## config.mk

```make
export PLATFORM = sky130hd
export DESIGN_NAME = interrupt_control_8259a
export DESIGN_NICKNAME = d
export VERILOG_FILES = /design/src/rtl/pic8259_pkg.sv /design/src/rtl/isr_priority_scan.sv /design/src/rtl/interrupt_control_8259a.sv
export SDC_FILE = /design/constraint.sdc
export NUM_CORES = 1
export LEC_CHECK = 0
export ABC_AREA = 1
export ABC_CLOCK_PERIOD_IN_PS = 4000
export BUFFER_PORTS_ARGS = -buffer_cell sky130_fd_sc_hd__buf_2
export CAP_MARGIN = 20
export CORE_ASPECT_RATIO = 1.75
export CORE_MARGIN = 2
export CORE_UTILIZATION = 50
export DETAILED_ROUTE_END_ITERATION = 10
export PLACE_DENSITY = 0.74
export SYNTH_ARGS = -nofsm -noshare
export SYNTH_HDL_FRONTEND = slang
export SYNTH_SLANG_ARGS = --single-unit
```

## constraint.sdc

```tcl
create_clock -name clock -period 4 [get_ports clock]
set_input_delay 0.4 -clock clock [delete_from_list [all_inputs] [get_ports clock]]
set_output_delay 0.4 -clock clock [all_outputs]
set_load 0.05 [all_outputs]
```

## src/rtl/pic8259_pkg.sv

```systemverilog
// Shared types, OCW2 command codes and bit helpers for the 8259A sequencing controller.
package pic8259_pkg;

    typedef enum logic [1:0] {
        ST_IDLE  = 2'd0,
        ST_ACK1  = 2'd1,
        ST_WAIT2 = 2'd2,
        ST_ACK2  = 2'd3
    } pic_state_e;

    localparam logic [2:0] OCW2_AROT_CLR = 3'b000;
    localparam logic [2:0] OCW2_NS_EOI   = 3'b001;
    localparam logic [2:0] OCW2_NOP      = 3'b010;
    localparam logic [2:0] OCW2_SP_EOI   = 3'b011;
    localparam logic [2:0] OCW2_AROT_SET = 3'b100;
    localparam logic [2:0] OCW2_ROT_NS   = 3'b101;
    localparam logic [2:0] OCW2_SET_PRI  = 3'b110;
    localparam logic [2:0] OCW2_ROT_SP   = 3'b111;

    // Bit n moves to bit 0.
    function automatic logic [7:0] rotate_right8(input logic [7:0] v, input logic [2:0] n);
        logic [15:0] d;
        d = {v, v} >> n;
        return d[7:0];
    endfunction

    // Bit 0 moves to bit n.
    function automatic logic [7:0] rotate_left8(input logic [7:0] v, input logic [2:0] n);
        logic [15:0] d;
        d = {v, v} << n;
        return d[15:8];
    endfunction

    function automatic logic [2:0] onehot_to_bin3(input logic [7:0] v);
        logic [2:0] b;
        b = 3'd0;
        for (int i = 0; i < 8; i++) begin
            if (v[i]) b = b | 3'(i);
        end
        return b;
    endfunction

    function automatic logic [7:0] bin3_to_onehot(input logic [2:0] b);
        return 8'd1 << b;
    endfunction

endpackage

```

## src/rtl/isr_priority_scan.sv

```systemverilog
// Highest-priority in-service bit under rotation: rotate, pick lowest set bit, un-rotate.
module isr_priority_scan
    import pic8259_pkg::*;
(
    input  logic [7:0] isr,
    input  logic [2:0] priority_rotate,
    output logic [7:0] highest_level_in_service
);

    logic [2:0] start;
    logic [7:0] rotated;
    logic [7:0] lowest;

    always_comb begin
        start   = 3'(priority_rotate + 3'd1);
        rotated = rotate_right8(isr, start);
        lowest  = rotated & 8'(~rotated + 8'd1);
        highest_level_in_service = rotate_left8(lowest, start);
    end

endmodule

```

## src/rtl/interrupt_control_8259a.sv

```systemverilog
// 8259A ISR / rotation owner: INT, two-pulse INTA acknowledge, vector byte and OCW2 EOI/rotate.
// Optional poll command compiled in with PIC8259_POLL_MODE_EN.
module interrupt_control_8259a
    import pic8259_pkg::*;
#(
    parameter logic [4:0] VECTOR_DEFAULT = 5'b00000
)
(
    input  logic       clock,
    input  logic       reset,
    input  logic [7:0] interrupt,
    input  logic       inta_start,
    input  logic       inta_end,
`ifdef PIC8259_POLL_MODE_EN
    input  logic       poll_cmd,
`endif
    input  logic [4:0] vector_base,
    input  logic       auto_eoi_config,
    input  logic       ocw2_write,
    input  logic [2:0] ocw2_cmd,
    input  logic [2:0] ocw2_level,
    output logic       int_out,
    output logic [7:0] clear_irr,
    output logic [7:0] in_service_register,
    output logic [7:0] highest_level_in_service,
    output logic [2:0] priority_rotate,
    output logic [7:0] data_out,
    output logic       data_out_en
);

    pic_state_e state_q, state_d;
    logic [2:0] level_q, level_d;
    logic       auto_rotate_q, auto_rotate_d;
    logic [4:0] vbase_q, vbase_d;
    logic [7:0] isr_q, isr_d;
    logic [2:0] rot_q, rot_d;
    logic       int_q, int_d;
    logic [7:0] clear_irr_q, clear_irr_d;
    logic [7:0] data_q, data_d;
    logic       en_q, en_d;
    logic       skip_aeoi_q, skip_aeoi_d;

    logic [7:0] hlis;
    logic [2:0] hlis_bin;
    logic       irq_any;
    logic [2:0] irq_level;
    logic [7:0] isr_set;
    logic [7:0] isr_clr;

    isr_priority_scan u_scan (
        .isr                      (isr_q),
        .priority_rotate          (rot_q),
        .highest_level_in_service (hlis)
    );

    assign hlis_bin  = onehot_to_bin3(hlis);
    assign irq_any   = |interrupt;
    assign irq_level = irq_any ? onehot_to_bin3(interrupt) : 3'd7;

    always_comb begin
        state_d       = state_q;
        level_d       = level_q;
        auto_rotate_d = auto_rotate_q;
        vbase_d       = vbase_q;
        rot_d         = rot_q;
        int_d         = int_q;
        clear_irr_d   = 8'h00;
        data_d        = data_q;
        en_d          = en_q;
        skip_aeoi_d   = skip_aeoi_q;
        isr_set       = 8'h00;
        isr_clr       = 8'h00;

        case (state_q)
            ST_IDLE: begin
                vbase_d = vector_base;
                int_d   = irq_any;
                if (inta_start) begin
                    state_d     = ST_ACK1;
                    int_d       = 1'b1;
                    level_d     = irq_level;
                    skip_aeoi_d = !irq_any;
                    isr_set     = interrupt;
                    clear_irr_d = interrupt;
                end
`ifdef PIC8259_POLL_MODE_EN
                else if (poll_cmd) begin
                    state_d     = ST_ACK2;
                    int_d       = 1'b0;
                    level_d     = irq_level;
                    skip_aeoi_d = 1'b1;
                    isr_set     = interrupt;
                    clear_irr_d = interrupt;
                    data_d      = {irq_any, 4'b0000, irq_level};
                    en_d        = 1'b1;
                end
`endif
            end
            ST_ACK1: begin
                if (inta_end) begin
                    state_d = ST_WAIT2;
                    int_d   = 1'b0;
                end
            end
            ST_WAIT2: begin
                if (inta_start) begin
                    state_d = ST_ACK2;
                    data_d  = {vbase_q, level_q};
                    en_d    = 1'b1;
                end
            end
            ST_ACK2: begin
                if (inta_end) begin
                    state_d = ST_IDLE;
                    en_d    = 1'b0;
                    if (auto_eoi_config && !skip_aeoi_q) begin
                        isr_clr = bin3_to_onehot(level_q);
                        if (auto_rotate_q) rot_d = level_q;
                    end
                end
            end
            default: state_d = ST_IDLE;
        endcase

        // OCW2 is evaluated after AEOI so its rotate value takes precedence.
        if (ocw2_write) begin
            case (ocw2_cmd)
                OCW2_NS_EOI: isr_clr = isr_clr | hlis;
                OCW2_SP_EOI: isr_clr = isr_clr | bin3_to_onehot(ocw2_level);
                OCW2_ROT_NS: begin
                    if (isr_q != 8'h00) begin
                        isr_clr = isr_clr | hlis;
                        rot_d   = hlis_bin;
                    end
                end
                OCW2_ROT_SP: begin
                    isr_clr = isr_clr | bin3_to_onehot(ocw2_level);
                    rot_d   = ocw2_level;
                end
                OCW2_SET_PRI:  rot_d = ocw2_level;
                OCW2_AROT_SET: auto_rotate_d = 1'b1;
                OCW2_AROT_CLR: auto_rotate_d = 1'b0;
                default: ;
            endcase
        end

        isr_d = (isr_q & ~isr_clr) | isr_set;
    end

    always_ff @(posedge clock) begin
        if (reset) begin
            state_q       <= ST_IDLE;
            level_q       <= 3'd0;
            auto_rotate_q <= 1'b0;
            vbase_q       <= VECTOR_DEFAULT;
            isr_q         <= 8'h00;
            rot_q         <= 3'b111;
            int_q         <= 1'b0;
            clear_irr_q   <= 8'h00;
            data_q        <= 8'h00;
            en_q          <= 1'b0;
            skip_aeoi_q   <= 1'b0;
        end else begin
            state_q       <= state_d;
            level_q       <= level_d;
            auto_rotate_q <= auto_rotate_d;
            vbase_q       <= vbase_d;
            isr_q         <= isr_d;
            rot_q         <= rot_d;
            int_q         <= int_d;
            clear_irr_q   <= clear_irr_d;
            data_q        <= data_d;
            en_q          <= en_d;
            skip_aeoi_q   <= skip_aeoi_d;
        end
    end

    assign int_out                  = int_q;
    assign clear_irr                = clear_irr_q;
    assign in_service_register      = isr_q;
    assign highest_level_in_service = hlis;
    assign priority_rotate          = rot_q;
    assign data_out                 = data_q;
    assign data_out_en              = en_q;

endmodule
```

After elaboration in Yosys (flattened, before gate mapping)
Cells that the tools add are included.
{ "classes": {"addsub": 2, "eq_ne": 13, "shifts": 4, "n_mux": 41, "bitwise": 7, "reduce_logical": 18} }
{ "op_table": {"columns": ["cell", "count"], "rows": [
  ["2-to-1 mux 8 bit", 7],
  ["2-to-1 mux 3 bit", 15],
  ["OR 8 bit", 3],
  ["case mux 8 bit (3 select lines)", 1],
  ["bitwise AND 8 bit", 2],
  ["2-to-1 mux 2 bit", 8],
  ["NOT 8 bit", 2],
  ["left shift 1 x 3 -> 8 bit (first input constant)", 2],
  ["left shift 16 x 3 -> 16 bit", 1],
  ["right shift 16 x 3 -> 8 bit", 1],
  ["equality test 3 bit (second input constant)", 4],
  ["adder 8 x 1 -> 8 bit (second input constant)", 1],
  ["!= test 2 bit (second input constant)", 4],
  ["case mux 2 bit (4 select lines)", 1],
  ["AND reduction 2 bit", 4],
  ["nonzero test 8 bit", 1],
  ["OR reduction 8 bit", 1],
  ["case mux 1 bit (2 select lines)", 3],
  ["case mux 3 bit (2 select lines)", 1],
  ["nonzero test 2 bit", 3],
  ["2-to-1 mux 1 bit", 5],
  ["equality test 2 bit (second input constant)", 2],
  ["AND reduction 4 bit", 1],
  ["OR reduction 2 bit", 2],
  ["other kinds (9)", 10]
]} }
{ "word_totals": {"regBits": 41, "in_bits": 25, "out_inout_bits": 37, "word_cells": 96} }

Logic depth before layout (Yosys ltp)
Gate-level depths: netlist of the first run.
{ "depth": {"depth_word": 16, "depth_mapped": 22, "mapped_depth_nobuf": 20} }

By module
A second synthesis of the first run with hierarchy kept.
{ "hier_totals": {"cells_unflattened": 497, "hier_area_um2": 2924.1} }
{ "modules_own_cells": {"columns": ["module", "instances", "cells_per_inst", "area_each_um2", "seq_area_each_um2"], "rows": [
  ["interrupt_control_8259a", 1, 344, 2182.1, 820.8],
  ["isr_priority_scan", 1, 153, 742.0, 0.0]
]} }

Worst setup path before layout of the first run
Ideal clock, no wire load.
{ "synth_path": {"kind": "register to output", "start": "reg rot_q[0], in the netlist priority_rotate[0]", "end": "out highest_level_in_service[1]", "arrival_ns": 2.550, "required_ns": 3.600, "slack_ns": 1.050, "path_stages_with_launch": 16, "path_buffers": 2, "path_cell_list": "dfxtp_1 -> ha_1 -> buf_4 -> inv_6 -> buf_4 -> nand3_1 -> nand2_1 -> nand2_1 -> nand2_2 -> nand2_2 -> nor2_2 -> nand3_1 -> nand3_1 -> and2_1 -> nand2_2 -> nand2_1"} }
{ "synth_via": {"elab_chain_cells": 6} }
{ "synth_rtl": {"columns": ["element", "line_no", "source"], "rows": [
  ["start, declared", "interrupt_control_8259a.sv:36", "logic [2:0] rot_q, rot_d;"],
  ["start signal, assigned", "interrupt_control_8259a.sv:169", "rot_q <= rot_d;"],
  ["adder 3 x 1 -> 3 bit (*)", "isr_priority_scan.sv:15", "start = 3'(priority_rotate + 3'd1);"],
  ["right shift 16 x 3 -> 8 bit", "pic8259_pkg.sv:23", "d = {v, v} >> n;"],
  ["NOT 8 bit", "isr_priority_scan.sv:17", "lowest = rotated & 8'(~rotated + 8'd1);"],
  ["adder 8 x 1 -> 8 bit", "isr_priority_scan.sv:17", null],
  ["bitwise AND 8 bit", "isr_priority_scan.sv:17", null],
  ["left shift 16 x 3 -> 16 bit (*)", "pic8259_pkg.sv:30", "d = {v, v} << n;"],
  ["end, declared", "interrupt_control_8259a.sv:25", "output logic [7:0] highest_level_in_service,"]
]} }
Every way passes the cells marked *; elsewhere a longest branch is shown, timed or not.

Worst setup path in the final report of the first run
{ "layout_path": {"start": "reg rot_q[1], in the netlist priority_rotate[1]", "end": "out highest_level_in_service[3]"} }
The elaborated chain is that of the path after synthesis.

==> flow_summary.toml, run 1 <==
[clock_tree]
cts_setup_buffers = 0
cts-root-buf = "clkbuf_8"
cts-resized-gates = 0
numCtsBuffers = 5
holdBufCountCts = 0
cts_buffer_depth = 2
cts_tree = "yes"
clock-sinks = 41
clock_latency_ns = 0.29
path_clk_slew_ns = 0.07
htreeDepth = 2

[detailed_routing]
wl_per_cell_um = 13.9
vias_per_cell = 5.31
dr.pass1.iters = 4
routed_wl_mm = 8.57
drt_iter0_markers = 265
drtAntennaViolNets = 0
detail_route.drc_violations = 0
vias = 3265

[sta]
worst_slew_pin_slew_ns = 0.779
finalSetupViolCount = 0
rsz0062_at_grt = "false"
fmaxAchievable_mhz = 299
relSlewSlack_pct = 48.0
hold_viol = 0
setup_ws_ns = 0.661
skew_ns = 0.00258
fin_crit_sh_pct = 83.5
fin_crit_ns = 3.34
maxSlewViolCount = 0
tns_ns = 0

[final_layout]
area_growth_pct = 13.1
fin_nets = 568
most-common-layout-cells = "132 x nand2_1, 65 x nor2_1, 62 x nand3_1"
final_common_cell = "nand2_1"
design_area_um2 = 3320
final_cell_count_no_fill = 615
antennaDiodeCount = 0
layout-drive-gt1-share_pct = 19.4
utilization_pct = 57.4

[run_status]
status = "completed"

[hold_path]
hold_depth = 3
min_to = "vbase_q[4]$_SDFFE_PP0P_"
min_from = "vector_base[4]"
min_path_type = "in -> reg"

[floorplan]
pin_count = 62
die_w_um = 61.9
die_y_um = 105
initial_core_util_pct = 50.7
core_area_um2 = 5790
die_area_um2 = 6530
row_count = 37

[placed_design]
dp_hpwl_mm = 7.05
port_buffers = 61
dpl-instance-area_um2 = 3250
place_congestion = 0.945
placedCellCount = 609
pre_cts_slack_ns = 1.02

[global_route]
grt_pass1_vias = 3101
gr-max-usage-layer = "met2"
grt_pass1_wl_mm = 13.9
gr-total-overflow = 0
track_usage_pct = 28.1
gr-usage-met1_pct = 26.9
met3_usage_pct = 4.17
grt_max_degree = 31
antenna_found_initial = 0
grt_use_met2_pct = 51.8

[critical_path]
start_kind = "register"
reg2reg_depth = 16
startpoint = "priority_rotate[1]$_SDFF_PP1_"
worstSetupPathType = "reg -> out"
reg2reg_from = "priority_rotate[1]$_SDFF_PP1_"
reg2reg_slack_ns = 1.16
crit_fanout = 17
cp.arrival_ns = 2.94
cp-end-kind = "primary output"
reg2reg_to = "in_service_register[7]$_SDFF_PP0_"
crit_required_ns = 3.60

[synthesis]
synth_top_area_share_pct = 28.0
ys_types = 38
ys.flop_type = "dfxtp_1"
async_flop_share_pct = 0
ys_seq_area_share_pct = 28.0
yosysWarnings = 0
syn_avg_cell_area_um2 = 6.08
synth_edf_count = 0
synthTopCellsByArea = "dfxtp_1 28%, nand2_1 17%, nand3_1 11%"
synth-seq-cells = 41
yosysTopAreaCell = "dfxtp_1"
synth_nets = 513
synth_area_um2 = 2940
syn_inst = 483

[power_and_ir_drop]
leakage_uw = 0.00180
power.density_nw_per_um2 = 564
ir_worst_vdd_mv = 0.398

[job]
drv_cap = 0
logic make-up after synthesis:
group | share of synthesized area (%)
AOI/OAI and AO/OA | 11.0
xor gates and xnor gates | 0.937
adders and majority gates | 2.13
buffers and inverters | 10.9
DFF | 28.0
and+or+nand+nor | 47.2
power by group:
part	switching, µW	leakage (µW)	internal, µW	total, µW
Combinational	771	0.00142	287	1060
Sequential	70.0	0.000337	495	565
Clock	137	0.0000399	115	252
Total	977	0.00180	897	1870
per-layer routing:
metal / vias to the layer above / part of all wire [%]
met5: - / 0
met4: 0 / 5.5
met3: 29 / 3.3
met2: 92 / 56
met1: 1486 / 36
li1: 1658 / -
area by class of cell:
cell class	instances	area [µm²]
clock inverters	1	5.00
clock buffers	5	68.8
well taps	78	97.6
flip-flops and latches	41	821
inverters	56	220
multi-input cells	372	1800
repair buffers	62	313
fillers	624	2460
how the worst max path moves through the flow:
| stage | to | slack (ns) | depth (start not counted) |
|---|---|---|---|
| 2_1_floorplan | highest_level_in_service[1] | 1.05 | 15 |
| 3_3_place_gp | highest_level_in_service[1] | 1.06 | 13 |
| 3_5_place_dp | highest_level_in_service[3] | 1.02 | 15 |
| 4_1_cts | highest_level_in_service[3] | 0.70 | 15 |
| 5_1_grt | highest_level_in_service[1] | 0.37 | 13 |
| 6_report | highest_level_in_service[3] | 0.66 | 15 |
cell usage after synthesis, types with 5 or more instances:
master    instances
nand2_1         132
nor2_1           65
nand3_1          62
inv_1            52
dfxtp_1          41
o21ai_0          30
nand2_2          15
a21oi_1          12
nor3_1            9
o21ai_1           7
nand3_2           6
clkbuf_1          5
ha_1              5
o211ai_1          5
per-stage QoR:
| step | hold slack (ns) | total power [µW] |
|---|---|---|
| 3_3_place_gp | 0.454 | 1610 |
| 2_1_floorplan | 0.439 | 1400 |
| 4_1_cts | 0.332 | 1880 |
| 3_5_place_dp | 0.461 | 1630 |
| 5_1_grt | 0.336 | 2010 |
| 6_report | 0.331 | 1870 |
critical path, cell delays in order (launching register included):
cell     delay [ns]
dfxtp_1        0.33
ha_1           0.71
inv_6          0.16
nand3_1        0.13
nand2_1        0.08
nand2_1        0.07
nand2_1        0.08
a21oi_1        0.22
nand2_1        0.08
nand2_1        0.06
nand2_1        0.07
nand2_1        0.09
and2_4         0.17
nand2_2        0.06
nand2_1        0.07
buf_2          0.26
flip-flops by register name (all words and copies together) (netlist names):
| name | cells |
|---|---|
| auto_rotate_q | 1 |
| clear_irr | 8 |
| data_out | 8 |
| data_out_en | 1 |
| in_service_register | 8 |
| int_out | 1 |
| level_q | 3 |
| priority_rotate | 3 |
| skip_aeoi_q | 1 |
| state_q | 2 |
| vbase_q | 5 |
Note: power is estimated with default switching activity, not from simulation.
==> run 2, diff against run 1 <==
--- a/config.mk
+++ b/config.mk
@@ -6,7 +6,7 @@
 export NUM_CORES = 1
 export LEC_CHECK = 0
 export ABC_AREA = 1
-export ABC_CLOCK_PERIOD_IN_PS = 4000
+export ABC_CLOCK_PERIOD_IN_PS = 3500
 export BUFFER_PORTS_ARGS = -buffer_cell sky130_fd_sc_hd__buf_2
 export CAP_MARGIN = 20
 export CORE_ASPECT_RATIO = 1.75
==> constraint.sdc (replaced) <==
create_clock -name clock -period 3.5 [get_ports clock]
set_input_delay 0.35 -clock clock [delete_from_list [all_inputs] [get_ports clock]]
set_output_delay 0.35 -clock clock [all_outputs]
set_load 0.05 [all_outputs]
==> flow_summary.toml, run 2 (same netlist as run 1, synthesis figures left out) <==
[run_status]
status = "completed"

[critical_path]
endpoint = "highest_level_in_service[4]"
cp.arrival_ns = 2.73
cp-end-kind = "primary output"
crit_required_ns = 3.15
reg2reg_depth = 16
cpMaxStageDelayCell = "ha_2"
reg2reg_from = "priority_rotate[1]$_SDFF_PP1_"
max_stage_delay_ns = 0.56
reg2reg_to = "in_service_register[0]$_SDFF_PP0_"
crit_fanout = 17
startpoint = "priority_rotate[1]$_SDFF_PP1_"
start_kind = "register"
critical_path_depth = 12
critical_path.top_delay_family = "simple AND/OR/NAND/NOR gates"
path_common_cell = "nand3_1"
worstSetupPathType = "reg -> out"
reg2reg_slack_ns = 0.90
cp_cell_sequence = "ha_2 -> inv_6 -> nand3_1 -> nand2_1 -> o21ai_0 -> nand2_1 -> nor2_1 -> nand3_1 -> nand3_1 -> nand3_1 -> nand2_1 -> buf_2"
critPathBufInv = 2

[final_layout]
fin_nets = 569
most-common-layout-cells = "132 x nand2_1, 65 x nor2_1, 62 x nand3_1"
layout-drive-gt1-share_pct = 19.8
final_cell_count_no_fill = 618
antennaDiodeCount = 0
multi_input_area_um2 = 1800
ff_latch_area_um2 = 821
design_area_um2 = 3370
final_common_cell = "nand2_1"
area_growth_pct = 14.9
fill_cells = 620

[detailed_routing]
drtAntennaViolNets = 0
top_layer = "met4"
detail_route.drc_violations = 0
wl_per_cell_um = 13.9
dr.pass1.iters = 5
wl_met1_mm = 3.02
routed_wl_mm = 8.60
wl_met2_mm = 4.76
wl_met3_um = 298
drt_iter0_markers = 262
vias = 3267
vias_per_cell = 5.29

[placed_design]
dp_hpwl_mm = 7.04
placedCellCount = 610
dpl-instance-area_um2 = 3260
port_buffers = 61
place_congestion = 0.933

[floorplan]
row_count = 37
pin_count = 62
core_area_um2 = 5790
initial_core_util_pct = 50.7
die_y_um = 105
die_area_um2 = 6530
die_w_um = 61.9

[power_and_ir_drop]
leakage_uw = 0.00182
clockPowerShare_pct = 17.5
swShare_pct = 50.0
ir_worst_vdd_mv = 0.507
power.density_nw_per_um2 = 669
power.internal_uw = 1130
pwr-share-comb_pct = 53.9
power_frac_seq_pct = 28.6
power_switching_uw = 1130

[global_route]
grt_pass1_wl_mm = 14.0
antenna_found_initial = 0
grt_pass1_vias = 3125
track_usage_pct = 28.9
gr-total-overflow = 0
grt_max_degree = 31

[sta]
rsz0062_at_grt = "false"
tns_ns = 0
skew_ns = 0.00492
fin_crit_sh_pct = 88.0
maxSlewViolCount = 0
hold_viol = 0
fin_crit_ns = 3.08
relSlewSlack_pct = 45.1
worst_slew_pin_slew_ns = 0.823
hold-worst-slack_ns = 0.269
finalSetupViolCount = 0
fmaxAchievable_mhz = 325

[clock_tree]
path_clk_slew_ns = 0.08
clock-sinks = 41
cts-resized-gates = 0
clock_latency_ns = 0.30
cts_tree = "yes"
holdBufCountCts = 0
htreeDepth = 2
numCtsBuffers = 5
cts-root-buf = "clkbuf_8"
cts_setup_buffers = 0
cts_buffer_depth = 2

[hold_path]
hold_depth = 3
min_path_type = "in -> reg"

[job]
drv_cap = 0
[run 2: worst min-delay path, delay by kind of cell]
kind / cells / cell delay, ns
simple gates: 2 / 0.11
buf+inv: 1 / 0.08
[run 2: metrics by stage]
stage	power [µW]	setup WS, ns	utilization (%)
floorplan	1600	0.600	-
global placement	1850	0.645	56.3
detailed placement	1860	0.598	56.3
CTS	2270	0.256	58.3
global route	2430	0.0873	58.3
finish	2260	0.419	58.3
[run 2: worst min path at each step]
| stage | slack, ns | to | start |
|---|---|---|---|
| floorplan | 0.44 | auto_rotate_q$_SDFFE_PP0P_ | auto_rotate_q$_SDFFE_PP0P_ |
| global placement | 0.45 | auto_rotate_q$_SDFFE_PP0P_ | auto_rotate_q$_SDFFE_PP0P_ |
| detailed placement | 0.46 | auto_rotate_q$_SDFFE_PP0P_ | auto_rotate_q$_SDFFE_PP0P_ |
| CTS | 0.27 | vbase_q[4]$_SDFFE_PP0P_ | vector_base[4] |
| global route | 0.27 | vbase_q[0]$_SDFFE_PP0P_ | vector_base[0] |
| finish | 0.27 | vbase_q[4]$_SDFFE_PP0P_ | vector_base[4] |
[run 2: layout make-up]
cell class	instances	area share [%]
Clock buffer	7	2.56
Clock inverter	1	0.890
Inverter	56	6.53
Multi-Input combinational cell	372	53.3
Sequential cell	41	24.3
Tap cell	78	2.89
Timing Repair Buffer	63	9.49
[run 2: power groups by stage]
stage	clock [µW]	combinational, µW	sequential [µW]
after floorplan	0	771	825
after global placement	0	1190	652
after CTS	404	1220	645
after detailed placement	0	1210	655
after global routing	423	1350	657
final	395	1220	645
[run 2: routing by layer]
layer,GRT usage [%],vias to the layer above
met4,17.6,0
li1,-,1658
met5,0,-
met1,27.7,1484
met3,4.42,33
met2,53.0,92
==> run 3, diff against run 2 <==
--- a/config.mk
+++ b/config.mk
@@ -5,7 +5,7 @@
 export SDC_FILE = /design/constraint.sdc
 export NUM_CORES = 1
 export LEC_CHECK = 0
-export ABC_AREA = 1
+export ABC_AREA = 0
 export ABC_CLOCK_PERIOD_IN_PS = 3500
 export BUFFER_PORTS_ARGS = -buffer_cell sky130_fd_sc_hd__buf_2
 export CAP_MARGIN = 20
@@ -13,7 +13,7 @@
 export CORE_MARGIN = 2
 export CORE_UTILIZATION = 50
 export DETAILED_ROUTE_END_ITERATION = 10
-export PLACE_DENSITY = 0.74
+export PLACE_DENSITY = 0.73
 export SYNTH_ARGS = -nofsm -noshare
 export SYNTH_HDL_FRONTEND = slang
 export SYNTH_SLANG_ARGS = --single-unit
==> flow_summary.toml, run 3 <==
[run_status]
status = "completed"

[clock_tree]
cts_setup_buffers = 0
cts_tree = "yes"
htreeDepth = 2
path_clk_slew_ns = 0.06
cts-root-buf = "clkbuf_16"
clock-sinks = 41
clock_latency_ns = 0.29
cts_buffer_depth = 2
numCtsBuffers = 5

[critical_path]
reg2reg_from = "priority_rotate[1]$_SDFF_PP1_"
startpoint = "priority_rotate[1]$_SDFF_PP1_"
crit_required_ns = 3.15
reg2reg_depth = 9
reg2reg_to = "priority_rotate[0]$_SDFF_PP1_"
worstSetupPathType = "reg -> out"
crit_fanout = 15
reg2reg_slack_ns = 0.62
cp-end-kind = "primary output"
cp.arrival_ns = 3.05
start_kind = "register"

[synthesis]
synthTopCellsByArea = "dfxtp_1 25%, mux4_2 6.1%, a21oi_1 5.5%"
yosysWarnings = 0
yosysTopAreaCell = "dfxtp_1"
ys_seq_area_share_pct = 24.6
synth-seq-cells = 41
synth_area_um2 = 3340
synth_top_area_share_pct = 24.6
synth_edf_count = 0
syn_inst = 407
async_flop_share_pct = 0
synth.most_common_cell = "dfxtp_1"
syn_avg_cell_area_um2 = 8.20
ys_types = 76
synth_common_cells = "41 x dfxtp_1, 37 x a21oi_1, 35 x nand2_1"
synth_nets = 437
ys.flop_type = "dfxtp_1"

[global_route]
antenna_found_initial = 0
grt_max_degree = 39
grt_pass1_wl_mm = 17.6
gr-total-overflow = 0
track_usage_pct = 30.6
grt_pass1_vias = 3588

[hold_path]
min_from = "vector_base[0]"
min_to = "vbase_q[0]$_SDFFE_PP0P_"
hold_depth = 3
min_path_type = "in -> reg"

[sta]
rsz0062_at_grt = "false"
maxSlewViolCount = 0
tns_ns = 0
finalSetupViolCount = 0
fmaxAchievable_mhz = 294
skew_ns = 0.00623
worst_slew_pin_slew_ns = 0.692
fin_crit_sh_pct = 97.1
setup_ws_ns = 0.0998
hold_viol = 0
relSlewSlack_pct = 53.9
fin_crit_ns = 3.40

[power_and_ir_drop]
power.internal_uw = 1730
clockPowerShare_pct = 15.0
power_switching_uw = 1890
pwr-share-comb_pct = 64.7
ir_worst_vdd_mv = 0.676
swShare_pct = 52.1
power.density_nw_per_um2 = 928
leakage_uw = 0.00169
power_frac_seq_pct = 20.3

[placed_design]
pre_cts_slack_ns = 0.256
port_buffers = 61
dp_hpwl_mm = 8.32
place_congestion = 1.02

[floorplan]
row_count = 39
die_y_um = 112
die_area_um2 = 7370
core_area_um2 = 6490
initial_core_util_pct = 51.4
die_w_um = 65.8
pin_count = 62

[final_layout]
antennaDiodeCount = 0
layout-drive-gt1-share_pct = 24.5
fin_nets = 482
most-common-layout-cells = "60 x buf_2, 40 x dfxtp_1, 36 x a21oi_1"
final_common_cell = "buf_2"
area_growth_pct = 16.8

[detailed_routing]
detail_route.drc_violations = 0
vias_per_cell = 6.68
drtAntennaViolNets = 0
dr.pass1.iters = 6
wl_per_cell_um = 20.3
routed_wl_mm = 10.8
vias = 3572
drt_iter0_markers = 409

[job]
drv_cap = 0
## run 3: cell count changes in the layout (fill, tap and decap cells not counted), moves of 8 or more
cell and change:
a21oi_1 +24, nand2b_1 +9, o21ai_0 -19, nor2_1 -33, a21o_1 +8, and2_1 +10
nor2b_1 +8, nand2_2 -15, nand2_1 -97, mux2i_1 +16, mux4_2 +9, inv_1 -38
and3_1 +8, nand3_1 -47
## run 3: metrics by stage
stage	std cells	power [µW]	hold WS [ns]	util, %	area [µm²]
2_1_floorplan	407	2380	0.437	-	3340
3_3_place_gp	527	2950	0.440	56.4	3660
3_5_place_dp	527	2960	0.444	56.4	3660
4_1_cts	535	3520	0.304	59.3	3850
5_1_grt	535	3790	0.323	60.1	3900
6_report	535	3620	0.305	60.1	3900
## run 3: power groups by stage
stage | logic, µW | registers (µW) | clock network, µW
after global placement | 2220 | 729 | 0
after detailed placement | 2230 | 733 | 0
after global routing | 2480 | 745 | 561
after floorplan | 1570 | 806 | 0
final | 2340 | 733 | 543
after CTS | 2250 | 725 | 547
## run 3: timing repair
item | in CTS | in global routing
setup endpoints to repair | 1 | 8
hold buffers | 0 | 0
hold endpoints to repair | 0 | 0
pin swaps | 0 | 2
gates resized for setup | 1 | 9
## run 3: worst max-delay path: stages (launching register included)
cell and delay (ns):
dfxtp_1 0.35, ha_4 0.19, xnor2_4 0.38, buf_4 0.31, nand2_1 0.16, o22ai_1 0.39
nor3_1 0.18, a22o_1 0.26, mux2_2 0.31, buf_2 0.22
## run 3: cell type report
type / count / area, µm²
Multi-Input combinational cell: 318 / 2340
Sequential cell: 41 / 822
Clock buffer: 6 / 139
Inverter: 16 / 60.1
Clock inverter: 2 / 37.5
Fill cell: 610 / 2590
Timing Repair Buffer: 70 / 394
Tap cell: 82 / 103
## run 3: worst max-delay path by stage
stage	to	cells past startpoint	slack [ns]
2_1_floorplan	in_service_register[0]$_SDFF_PP0_	9	0.15
3_3_place_gp	highest_level_in_service[3]	9	0.24
3_5_place_dp	highest_level_in_service[3]	9	0.26
4_1_cts	highest_level_in_service[5]	9	0.02
5_1_grt	highest_level_in_service[5]	8	0.01
6_report	highest_level_in_service[3]	9	0.1
## run 3: cell families after synthesis
logic type,share of synthesized area (%)
simple gates,25.5
compound gates,25.6
buf+inv,6.93
flops,24.6
mux,14.8
fa+ha+maj,1.87
xor+xnor,0.750
## run 3: per-layer routing
layer	GRT usage, %	vias to the layer above	part of all wire (%)
met5	0	-	0
met2	54.2	188	53
met4	24.2	0	8.4
li1	-	1635	-
met3	5.11	59	5.5
met1	30.1	1690	33
